File: src/rtl/fifo_arb_pkg.sv
// Shared types and defaults for the FIFO write-port arbiters.
package fifo_arb_pkg;

  localparam int DEF_NUM_REQ   = 4;
  localparam int DEF_MAX_BURST = 4;

  typedef enum logic [0:0] {
    IDLE  = 1'b0,
    BURST = 1'b1
  } arb_state_t;

  function automatic int ID_W(input int n);
    return (n > 1) ? $clog2(n) : 1;
  endfunction

endpackage

File: src/rtl/fifo_wr_arbiter_rr_pick.sv
// Combinational round-robin picker: first requester at or after rr_ptr, wrapping modulo N.
module rr_pick
  import fifo_arb_pkg::*;
#(
  parameter int N = DEF_NUM_REQ
) (
  input  logic [N-1:0]       req,
  input  logic [ID_W(N)-1:0] rr_ptr,
  output logic               valid,
  output logic [ID_W(N)-1:0] idx
);

  localparam int IW = ID_W(N);

  logic [IW:0] cand_s;

  // scan offsets from the far end down so the nearest requester is the last one kept
  always_comb begin
    valid  = 1'b0;
    idx    = '0;
    cand_s = '0;
    for (int k = N - 1; k >= 0; k--) begin
      cand_s = {1'b0, rr_ptr} + (IW + 1)'(k);
      if (cand_s >= (IW + 1)'(N)) begin
        cand_s = cand_s - (IW + 1)'(N);
      end else begin
        cand_s = cand_s;
      end
      if (req[cand_s[IW-1:0]]) begin
        valid = 1'b1;
        idx   = cand_s[IW-1:0];
      end else begin
        valid = valid;
        idx   = idx;
      end
    end
  end

endmodule

File: src/rtl/fifo_wr_arbiter.sv
// Round-robin, burst-locking arbiter for the shared FIFO write port, with
// full/almostfull throttling and write-ack / overflow monitoring.
module fifo_wr_arbiter
  import fifo_arb_pkg::*;
#(
  parameter int NUM_REQ    = DEF_NUM_REQ,
  parameter int FIFO_WIDTH = 16,
  parameter int MAX_BURST  = DEF_MAX_BURST
) (
  input  logic                          clk,
  input  logic                          rst_n,
  input  logic [NUM_REQ-1:0]            req,
  input  logic [NUM_REQ*FIFO_WIDTH-1:0] req_data,
  output logic [NUM_REQ-1:0]            gnt,
  input  logic                          fifo_full,
  input  logic                          fifo_almostfull,
  input  logic                          fifo_wr_ack,
  input  logic                          fifo_overflow,
  output logic                          fifo_wr_en,
  output logic [FIFO_WIDTH-1:0]         fifo_data_in,
  output logic [ID_W(NUM_REQ)-1:0]      owner,
  output logic                          ack_err,
  output logic                          ovf_err
);

  localparam int IW = ID_W(NUM_REQ);

  arb_state_t    state_r, state_nxt_s;
  logic [IW-1:0] rr_ptr_r, rr_ptr_nxt_s;
  logic [IW-1:0] lock_id_r, lock_id_nxt_s;
  logic [IW-1:0] grant_idx_s, pick_idx_s;
  logic [3:0]    beat_cnt_r, beat_cnt_nxt_s;
  logic          space_ok_s, pick_valid_s, grant_s, pend_r;

  function automatic logic [IW-1:0] wrap_inc(input logic [IW-1:0] v);
    return (v == IW'(NUM_REQ - 1)) ? '0 : v + IW'(1);
  endfunction

  // A write already in flight while almost full takes the last free slot.
  assign space_ok_s = !fifo_full && !(fifo_almostfull && fifo_wr_en);
  assign ack_err    = pend_r && !fifo_wr_ack;

  rr_pick #(.N(NUM_REQ)) u_pick (
    .req    (req),
    .rr_ptr (rr_ptr_r),
    .valid  (pick_valid_s),
    .idx    (pick_idx_s)
  );

  // next state, grant decision and pointer/lock bookkeeping
  always_comb begin
    state_nxt_s    = state_r;
    rr_ptr_nxt_s   = rr_ptr_r;
    lock_id_nxt_s  = lock_id_r;
    beat_cnt_nxt_s = beat_cnt_r;
    grant_s        = 1'b0;
    grant_idx_s    = lock_id_r;
    if (!rst_n) begin
      grant_s = 1'b0;
    end else begin
      case (state_r)
        IDLE: begin
          if (space_ok_s && pick_valid_s) begin
            grant_s        = 1'b1;
            grant_idx_s    = pick_idx_s;
            lock_id_nxt_s  = pick_idx_s;
            beat_cnt_nxt_s = 4'd1;
            if (MAX_BURST > 1) begin
              state_nxt_s = BURST;
            end else begin
              rr_ptr_nxt_s = wrap_inc(pick_idx_s);
            end
          end else begin
            grant_s = 1'b0;
          end
        end
        BURST: begin
          // exit cycle never grants, leaving one bubble between owners
          if (!req[lock_id_r] || (beat_cnt_r >= 4'(MAX_BURST))) begin
            state_nxt_s  = IDLE;
            rr_ptr_nxt_s = wrap_inc(lock_id_r);
          end else if (space_ok_s) begin
            grant_s        = 1'b1;
            beat_cnt_nxt_s = beat_cnt_r + 4'd1;
          end else begin
            grant_s = 1'b0;
          end
        end
        default: begin
          state_nxt_s = IDLE;
        end
      endcase
    end
  end

  // one-hot grant vector from the granted index
  always_comb begin
    gnt = '0;
    if (grant_s) begin
      gnt[grant_idx_s] = 1'b1;
    end else begin
      gnt = '0;
    end
  end

  // arbitration state registers
  always_ff @(posedge clk) begin
    if (!rst_n) begin
      state_r    <= IDLE;
      rr_ptr_r   <= '0;
      lock_id_r  <= '0;
      beat_cnt_r <= 4'd0;
    end else begin
      state_r    <= state_nxt_s;
      rr_ptr_r   <= rr_ptr_nxt_s;
      lock_id_r  <= lock_id_nxt_s;
      beat_cnt_r <= beat_cnt_nxt_s;
    end
  end

  // registered FIFO write port; data and owner hold between writes
  always_ff @(posedge clk) begin
    if (!rst_n) begin
      fifo_wr_en   <= 1'b0;
      fifo_data_in <= '0;
      owner        <= '0;
    end else begin
      fifo_wr_en <= grant_s;
      if (grant_s) begin
        fifo_data_in <= req_data[int'(grant_idx_s) * FIFO_WIDTH +: FIFO_WIDTH];
        owner        <= grant_idx_s;
      end
    end
  end

  // pending-ack tracker and sticky overflow flag
  always_ff @(posedge clk) begin
    if (!rst_n) begin
      pend_r  <= 1'b0;
      ovf_err <= 1'b0;
    end else begin
      pend_r  <= fifo_wr_en;
      ovf_err <= ovf_err | fifo_overflow;
    end
  end

endmodule

File: config.mk
export PLATFORM = sky130hd
export DESIGN_NAME = fifo_wr_arbiter
export DESIGN_NICKNAME = d
export VERILOG_FILES = /design/src/rtl/fifo_arb_pkg.sv /design/src/rtl/fifo_wr_arbiter_rr_pick.sv /design/src/rtl/fifo_wr_arbiter.sv
export SDC_FILE = /design/constraint.sdc
export NUM_CORES = 1
export LEC_CHECK = 0
export ABC_AREA = 1
export ABC_CLOCK_PERIOD_IN_PS = 3800
export CAP_MARGIN = 40
export CORE_ASPECT_RATIO = 0.5
export CORE_UTILIZATION = 45
export DETAILED_ROUTE_END_ITERATION = 7
export PLACE_DENSITY_LB_ADDON = 0.1
export SLEW_MARGIN = 20
export SYNTH_ARGS = -nofsm -noshare
export SYNTH_HDL_FRONTEND = slang
export SYNTH_SLANG_ARGS = --single-unit
export TNS_END_PERCENT = 50
File: constraint.sdc
create_clock -name clk -period 3.8 [get_ports clk]
set_input_delay 0.76 -clock clk [delete_from_list [all_inputs] [get_ports clk]]
set_output_delay 0.76 -clock clk [all_outputs]
set_load 0.03 [all_outputs]
==> summary.md, run 1 <==
| Metric | Value |
|---|---|
| Critical Path AT | 2.83 ns |
| Max-cap viol count | 0 |
| Clock-pin slew on the worst setup and hold paths | 0.07 ns |
| R2r startpoint | rr_ptr_r[0] |
| Req. time, crit path | 3.04 ns |
| Syn_area_per_cell | 5.86 sq um |
| Detailed Place HPWL | 4810 um |
| Num CTS Buffers | 5 |
| Clk_skew | 0.00898 ns |
| Worst Setup Path Type | in -> out |
| CTS tree | built |
| Sw Ratio | 37.9% |
| Fmax | 278 MHz |
| Setup Slack @ Placement | 0.0587 ns |
| Synth top area share | 28.0% |
| RD Place Congestion | 0.922 |
| Post-synthesis register bit count | 30 |
| Final Net Count | 538 |
| Final routed DRC violation total | 0 |
| Comb power frac | 45.2% |
| Die height | 50.8 um |
| Final cycle utilization of the critical path | 94.5% |
| Reg-to-reg slack, setup | 1.24 ns |
| TNS Setup | 0 ns |
| CTS root buf | clkbuf_8 |
| Finished layout cell area | 0.00326 sq mm |
| Total grt overflow | 0 |
| P_int | 738 uW |
| Reg power frac | 32.9% |
| IO buf count | 98 |
| Core Area | 0.00449 sq mm |
| R2R Path End | fifo_data_in[8] |
| Worst-path fanout max | 11 |
| Slew Viols, Final | 0 |
| Initial drt markers | 89 |
| CTS Buffer Depth | 2 |
| Cell taking the most area after synthesis | dfxtp_1 |
| H-tree Lvls | 2 |
| Setup-failing EPs final | 0 |
| Hold Violations, Final | 0 |
| Clock Power Share | 21.9% |
| Async S/R FF share, synth | 0% |
| CP Launch Type | primary input |
| Detailed Routing Iterations Pass 1 | 4 |
| Antenna-violating nets left | 0 |
| Outcome | finished clean |
| Initial antenna violation count | 0 |
| Setup crit end | gnt[2] |
| DR vias/cell | 4.80 |
| Seq/Total Area, Yosys | 28.0% |
| Area grow syn2layout | 52.0% |
| Clock sink count | 30 |
| Post-synth EDFFs | 0 |
| Row count | 17 |
| Most numerous cell in the Yosys netlist | nand2_1 |
| Top cells by count, synth | nand2_1, nand3_1, inv_1 |
| Top Ports | 99 |
| Number of global-route vias before repair | 2,519 |
| PwrDens | 365 mW/mm^2 |
| Distinct cell type count after synthesis | 26 |
| Critical path launch point | req[1] |
| Die Wd | 99.6 um |
| Synthesized area | 0.00214 sq mm |
| Fin worst setup slack | 0.209 ns |
| Maximum vdd drop | 0.192 mV |
| RSZ-0062 raised after global routing | no |
| Pin count of the biggest net entering global routing | 47 |
| R2R depth | 15 |
| Syn Inst Count | 366 |
| Synth warn | 0 |
| Syn Nets | 442 |
| Vias post-DR | 2,538 |
| Worst setup EP type | primary output |
| Hold WC Path Type | reg -> reg |
| Starting Density | 47.8% |
| # diodes | 0 |
| First-pass GRT wire length | 10,300 um |
| Worst rel slew slack | 52.5% |
| Final min period | 3.59 ns |
| Least-Margin Pin Slew | 0.711 ns |
| Main flop type after synthesis | dfxtp_1 |
| Postcts setup bufs | 0 |
| Layout cell share with drive strength beyond 1 | 6.70% |
| Drt wl/cell | 11.6 um |
| Psw | 451 uW |
| Clk_lat worst skew | 0.28 ns |
| Total Wirelength | 6120 um |
| Placed cell area | 0.00316 sq mm |
| Global Route Usage Sum | 25.8% |
| DIE AREA | 0.00506 sq mm |
| Leakage | 1.69 nW |
| Synth area leaders | dfxtp_1, nand3_1, nand2_1 |
[layer usage]
metal / wire [um] / up-vias / track usage (%) / part of all wire [%]
met5: 0 / - / 0 / 0
met4: 100 / 0 / 10.5 / 1.6
met3: 472 / 11 / 7.52 / 7.7
met2: 2950 / 90 / 47.2 / 48
met1: 2600 / 1124 / 28.4 / 43
li1: - / 1313 / - / -
[final cells by class]
cell class,instances,area [sq um]
Sequential cell,30,601
Inverter,69,262
Clock buffer,7,86.3
Tap cell,66,82.6
Clock inverter,1,5.00
Timing Repair Buffer,107,1050
Multi-Input combinational cell,249,1170
Fill cell,385,1230
[flip-flops by register name, indices dropped and copies added, names as in the netlist]
signal,flops
lock_id_r,2
rr_ptr_r,2
beat_cnt_r,4
state_r,1
pend_r,1
owner,2
fifo_wr_en,1
ovf_err,1
fifo_data_in,16
[worst min path at each step]
stage / cells after the start / endpoint / from
after CTS: 2 / beat_cnt_r[3] / beat_cnt_r[3]
after detailed placement: 2 / beat_cnt_r[3] / beat_cnt_r[3]
final: 2 / beat_cnt_r[3] / beat_cnt_r[3]
after global placement: 2 / beat_cnt_r[3] / beat_cnt_r[3]
after global routing: 2 / beat_cnt_r[2] / beat_cnt_r[2]
after floorplan: 2 / beat_cnt_r[3] / beat_cnt_r[3]
[kinds of logic after synthesis]
| logic type | synth area share, % |
|---|---|
| AND/OR/NAND/NOR | 49.1 |
| buffers and inverters | 17.5 |
| flip-flops | 28.0 |
| AO/OA/AOI/OAI | 4.20 |
| adder cells (fa/ha/maj) | 1.17 |
[power groups by stage]
stage	sequential, mW	clock, mW	combinational [mW]
global route	0.396	0.280	0.596
finish	0.391	0.260	0.538
CTS	0.391	0.267	0.537
floorplan	0.458	0	0.276
detailed placement	0.397	0	0.534
global placement	0.395	0	0.523
[through the flow]
stage / hold slack [ns] / power, mW / util [%] / std cells
6_report: 0.444 / 1.19 / 72.6 / 529
3_5_place_dp: 0.432 / 0.931 / 70.3 / 521
3_3_place_gp: 0.429 / 0.918 / 70.3 / 521
2_1_floorplan: 0.418 / 0.734 / - / 366
4_1_cts: 0.442 / 1.19 / 72.3 / 529
5_1_grt: 0.481 / 1.27 / 72.6 / 529
[critical path, stage by stage]
cell and delay (ns):
clkdlybuf4s50_1 0.50, inv_1 0.05, nand2_1 0.04, and2_1 0.19, nand2_1 0.10, nand3_1 0.09, nand3_1 0.07, nand2_1 0.08
nand2_1 0.06, nor2_1 0.09, nor2_1 0.08, buf_4 0.19, nor2_4 0.19, inv_1 0.09, nor2_1 0.09, buf_4 0.16
[placed cells by master (no fill, tap or decap), drive strengths merged]
cell             n
a21o             1
buf             11
inv             69
clkdlybuf4s50   94
nor2            19
or2             12
dlymetal6s2s     2
nand3           87
nand2          111
dfxtp           30
o21ai            8
and2             1
nor3             1
a31o             1
clkinv           1
ha               2
a21oi            6
clkbuf           7
[what timing repair did]
| action | CTS | global route |
|---|---|---|
| hold buffers | 0 | 0 |
| resized for setup | 0 | 3 |
| endpoints found under the setup margin | 0 | 3 |
Note: power is estimated with default switching activity, not from simulation.
==> run 2, diff against run 1 <==
--- a/config.mk
+++ b/config.mk
@@ -9,3 +9,2 @@
 export ABC_CLOCK_PERIOD_IN_PS = 3800
-export CAP_MARGIN = 40
 export CORE_ASPECT_RATIO = 0.5
--- a/constraint.sdc
+++ b/constraint.sdc
@@ -3,2 +3,2 @@
 set_output_delay 0.76 -clock clk [all_outputs]
-set_load 0.03 [all_outputs]
+set_load 0.1 [all_outputs]
==> summary.md, run 2 (synthesized netlist as in run 1, its figures left out) <==
| Metric | Value |
|---|---|
| Crit path max-delay family | buffers and inverters |
| Drt wl/cell | 11.6 um |
| Post-CTS Hold Fix Bufs | 0 |
| Resized Gates After CTS | 0 |
| Commonest non-fill, non-tap cell in the layout | nand2_1 |
| Initial drt markers | 68 |
| Antenna-violating nets left | 0 |
| Commonest cells after routing, fill and taps aside | nand2_1, clkdlybuf4s50_1, nand3_1 |
| Top Ports | 99 |
| R2R depth | 10 |
| Global-route met2 utilization | 44.9% |
| PwrDens | 426 mW/mm^2 |
| Worst Setup Path Type | in -> out |
| Initial antenna violation count | 0 |
| H-tree Lvls | 2 |
| Final cycle utilization of the critical path | 92.6% |
| RSZ-0062 raised after global routing | no |
| Largest regs | fifo_data_in (16), beat_cnt_r (4) |
| Reg with most FFs | fifo_data_in |
| Req. time, crit path | 3.04 ns |
| CP Launch Type | primary input |
| Hold Worst Slack | 0.441 ns |
| Final routed DRC violation total | 0 |
| Die height | 50.8 um |
| Worst setup EP type | primary output |
| CTS root buf | clkbuf_8 |
| Setup-failing EPs final | 0 |
| Final Net Count | 538 |
| Final min period | 3.52 ns |
| Num CTS Buffers | 5 |
| CTS tree | built |
| Postcts setup bufs | 0 |
| Max reg flops | 16 |
| CP max stage cell | clkdlybuf4s50_1 |
| Worst Hold Endpoint | beat_cnt_r[3] |
| First-pass GRT wire length | 10,000 um |
| Core Area | 0.00449 sq mm |
| Worst-path fanout max | 6 |
| R2r startpoint | rr_ptr_r[0] |
| TNS Setup | 0 ns |
| # diodes | 0 |
| Worst rel slew slack | 32.9% |
| Maximum vdd drop | 0.199 mV |
| Critical Path AT | 2.76 ns |
| CTS Buffer Depth | 2 |
| Starting Density | 47.8% |
| DR vias/cell | 4.80 |
| Clock-pin slew on the worst setup and hold paths | 0.06 ns |
| Reg-to-reg slack, setup | 1.49 ns |
| Number of global-route vias before repair | 2,406 |
| Layout cell share with drive strength beyond 1 | 7.56% |
| Area grow syn2layout | 53.7% |
| Clock sink count | 30 |
| M3 GR Usage | 6.13% |
| Detailed Routing Iterations Pass 1 | 7 |
| Crit-path cells | clkdlybuf4s50_1 > inv_1 > o21ai_1 > nor2_1 > nand2_2 > nand2_4 > o21ai_2 > nand3_2 > nor2_2 > inv_1 > nor2_1 > buf_12 |
| Fmax | 284 MHz |
| Least-Margin Pin Slew | 1.00 ns |
| Clk_skew | 0.00453 ns |
| Slew Viols, Final | 0 |
| Total power draw | 1.40 mW |
| DIE AREA | 0.00506 sq mm |
| Buffers plus inverters on the worst setup path | 4 |
| Total Wirelength | 6160 um |
| RD Place Congestion | 0.814 |
| Hold WC Path Type | reg -> reg |
| R2R Path End | beat_cnt_r[0] |
| Pin count of the biggest net entering global routing | 25 |
| Total grt overflow | 0 |
| Finished layout cell area | 0.00329 sq mm |
| Clk_lat worst skew | 0.29 ns |
| Placed cell area | 0.00320 sq mm |
| Leakage | 1.67 nW |
| Min-delay src | beat_cnt_r[3] |
| GR peak layer | met2 |
| Vias post-DR | 2,537 |
| IO buf count | 98 |
| Hold path depth | 2 |
| Largest stage delay, worst path | 0.49 ns |
| Global Route Usage Sum | 25.5% |
| Die Wd | 99.6 um |
| Row count | 17 |
| Max-cap viol count | 0 |
| Outcome | finished clean |
| Met1 Use GR | 29.6% |
| Hold Violations, Final | 0 |
| Detailed Place HPWL | 4830 um |
-- run 2: final cells by class --
class / instances / area (sq um)
timing repair buffer: 107 / 1090
inverter: 69 / 262
clock inverter: 1 / 5.00
clock buffer: 7 / 86.3
sequential: 30 / 601
multi-input combinational: 249 / 1170
tap: 66 / 82.6
fill: 367 / 1190
-- run 2: worst max-delay path by stage --
stage	startpoint	to	cells after the start
6_report	req[2]	gnt[2]	12
4_1_cts	req[2]	gnt[2]	12
3_5_place_dp	req[2]	gnt[1]	12
3_3_place_gp	req[2]	gnt[2]	14
2_1_floorplan	req[0]	gnt[1]	14
5_1_grt	req[2]	gnt[2]	12
-- run 2: routing by layer --
| metal | up-vias | share of wire (%) |
|---|---|---|
| met3 | 8 | 6.4 |
| met4 | 0 | 1.3 |
| met1 | 1113 | 44 |
| met5 | - | 0 |
| met2 | 98 | 48 |
| li1 | 1318 | - |
-- run 2: tightest hold or removal path: stages (launching register included) --
cell and delay (ns):
dfxtp_1 0.31, nand2_1 0.06, nor2_1 0.03
-- run 2: per-stage QoR --
step	instances	util [%]	setup WS [ns]
2_1_floorplan	366	-	-0.0598
3_3_place_gp	521	71.4	0.420
3_5_place_dp	521	71.4	0.298
4_1_cts	529	73.4	0.285
5_1_grt	529	73.4	0.101
6_report	529	73.4	0.280
-- run 2: power breakdown --
part	leakage (nW)	internal, mW	total (mW)	switching (mW)
Combinational	1.38	0.239	0.746	0.507
Sequential	0.246	0.359	0.392	0.0328
Clock	0.0482	0.146	0.266	0.120
Total	1.67	0.744	1.40	0.660
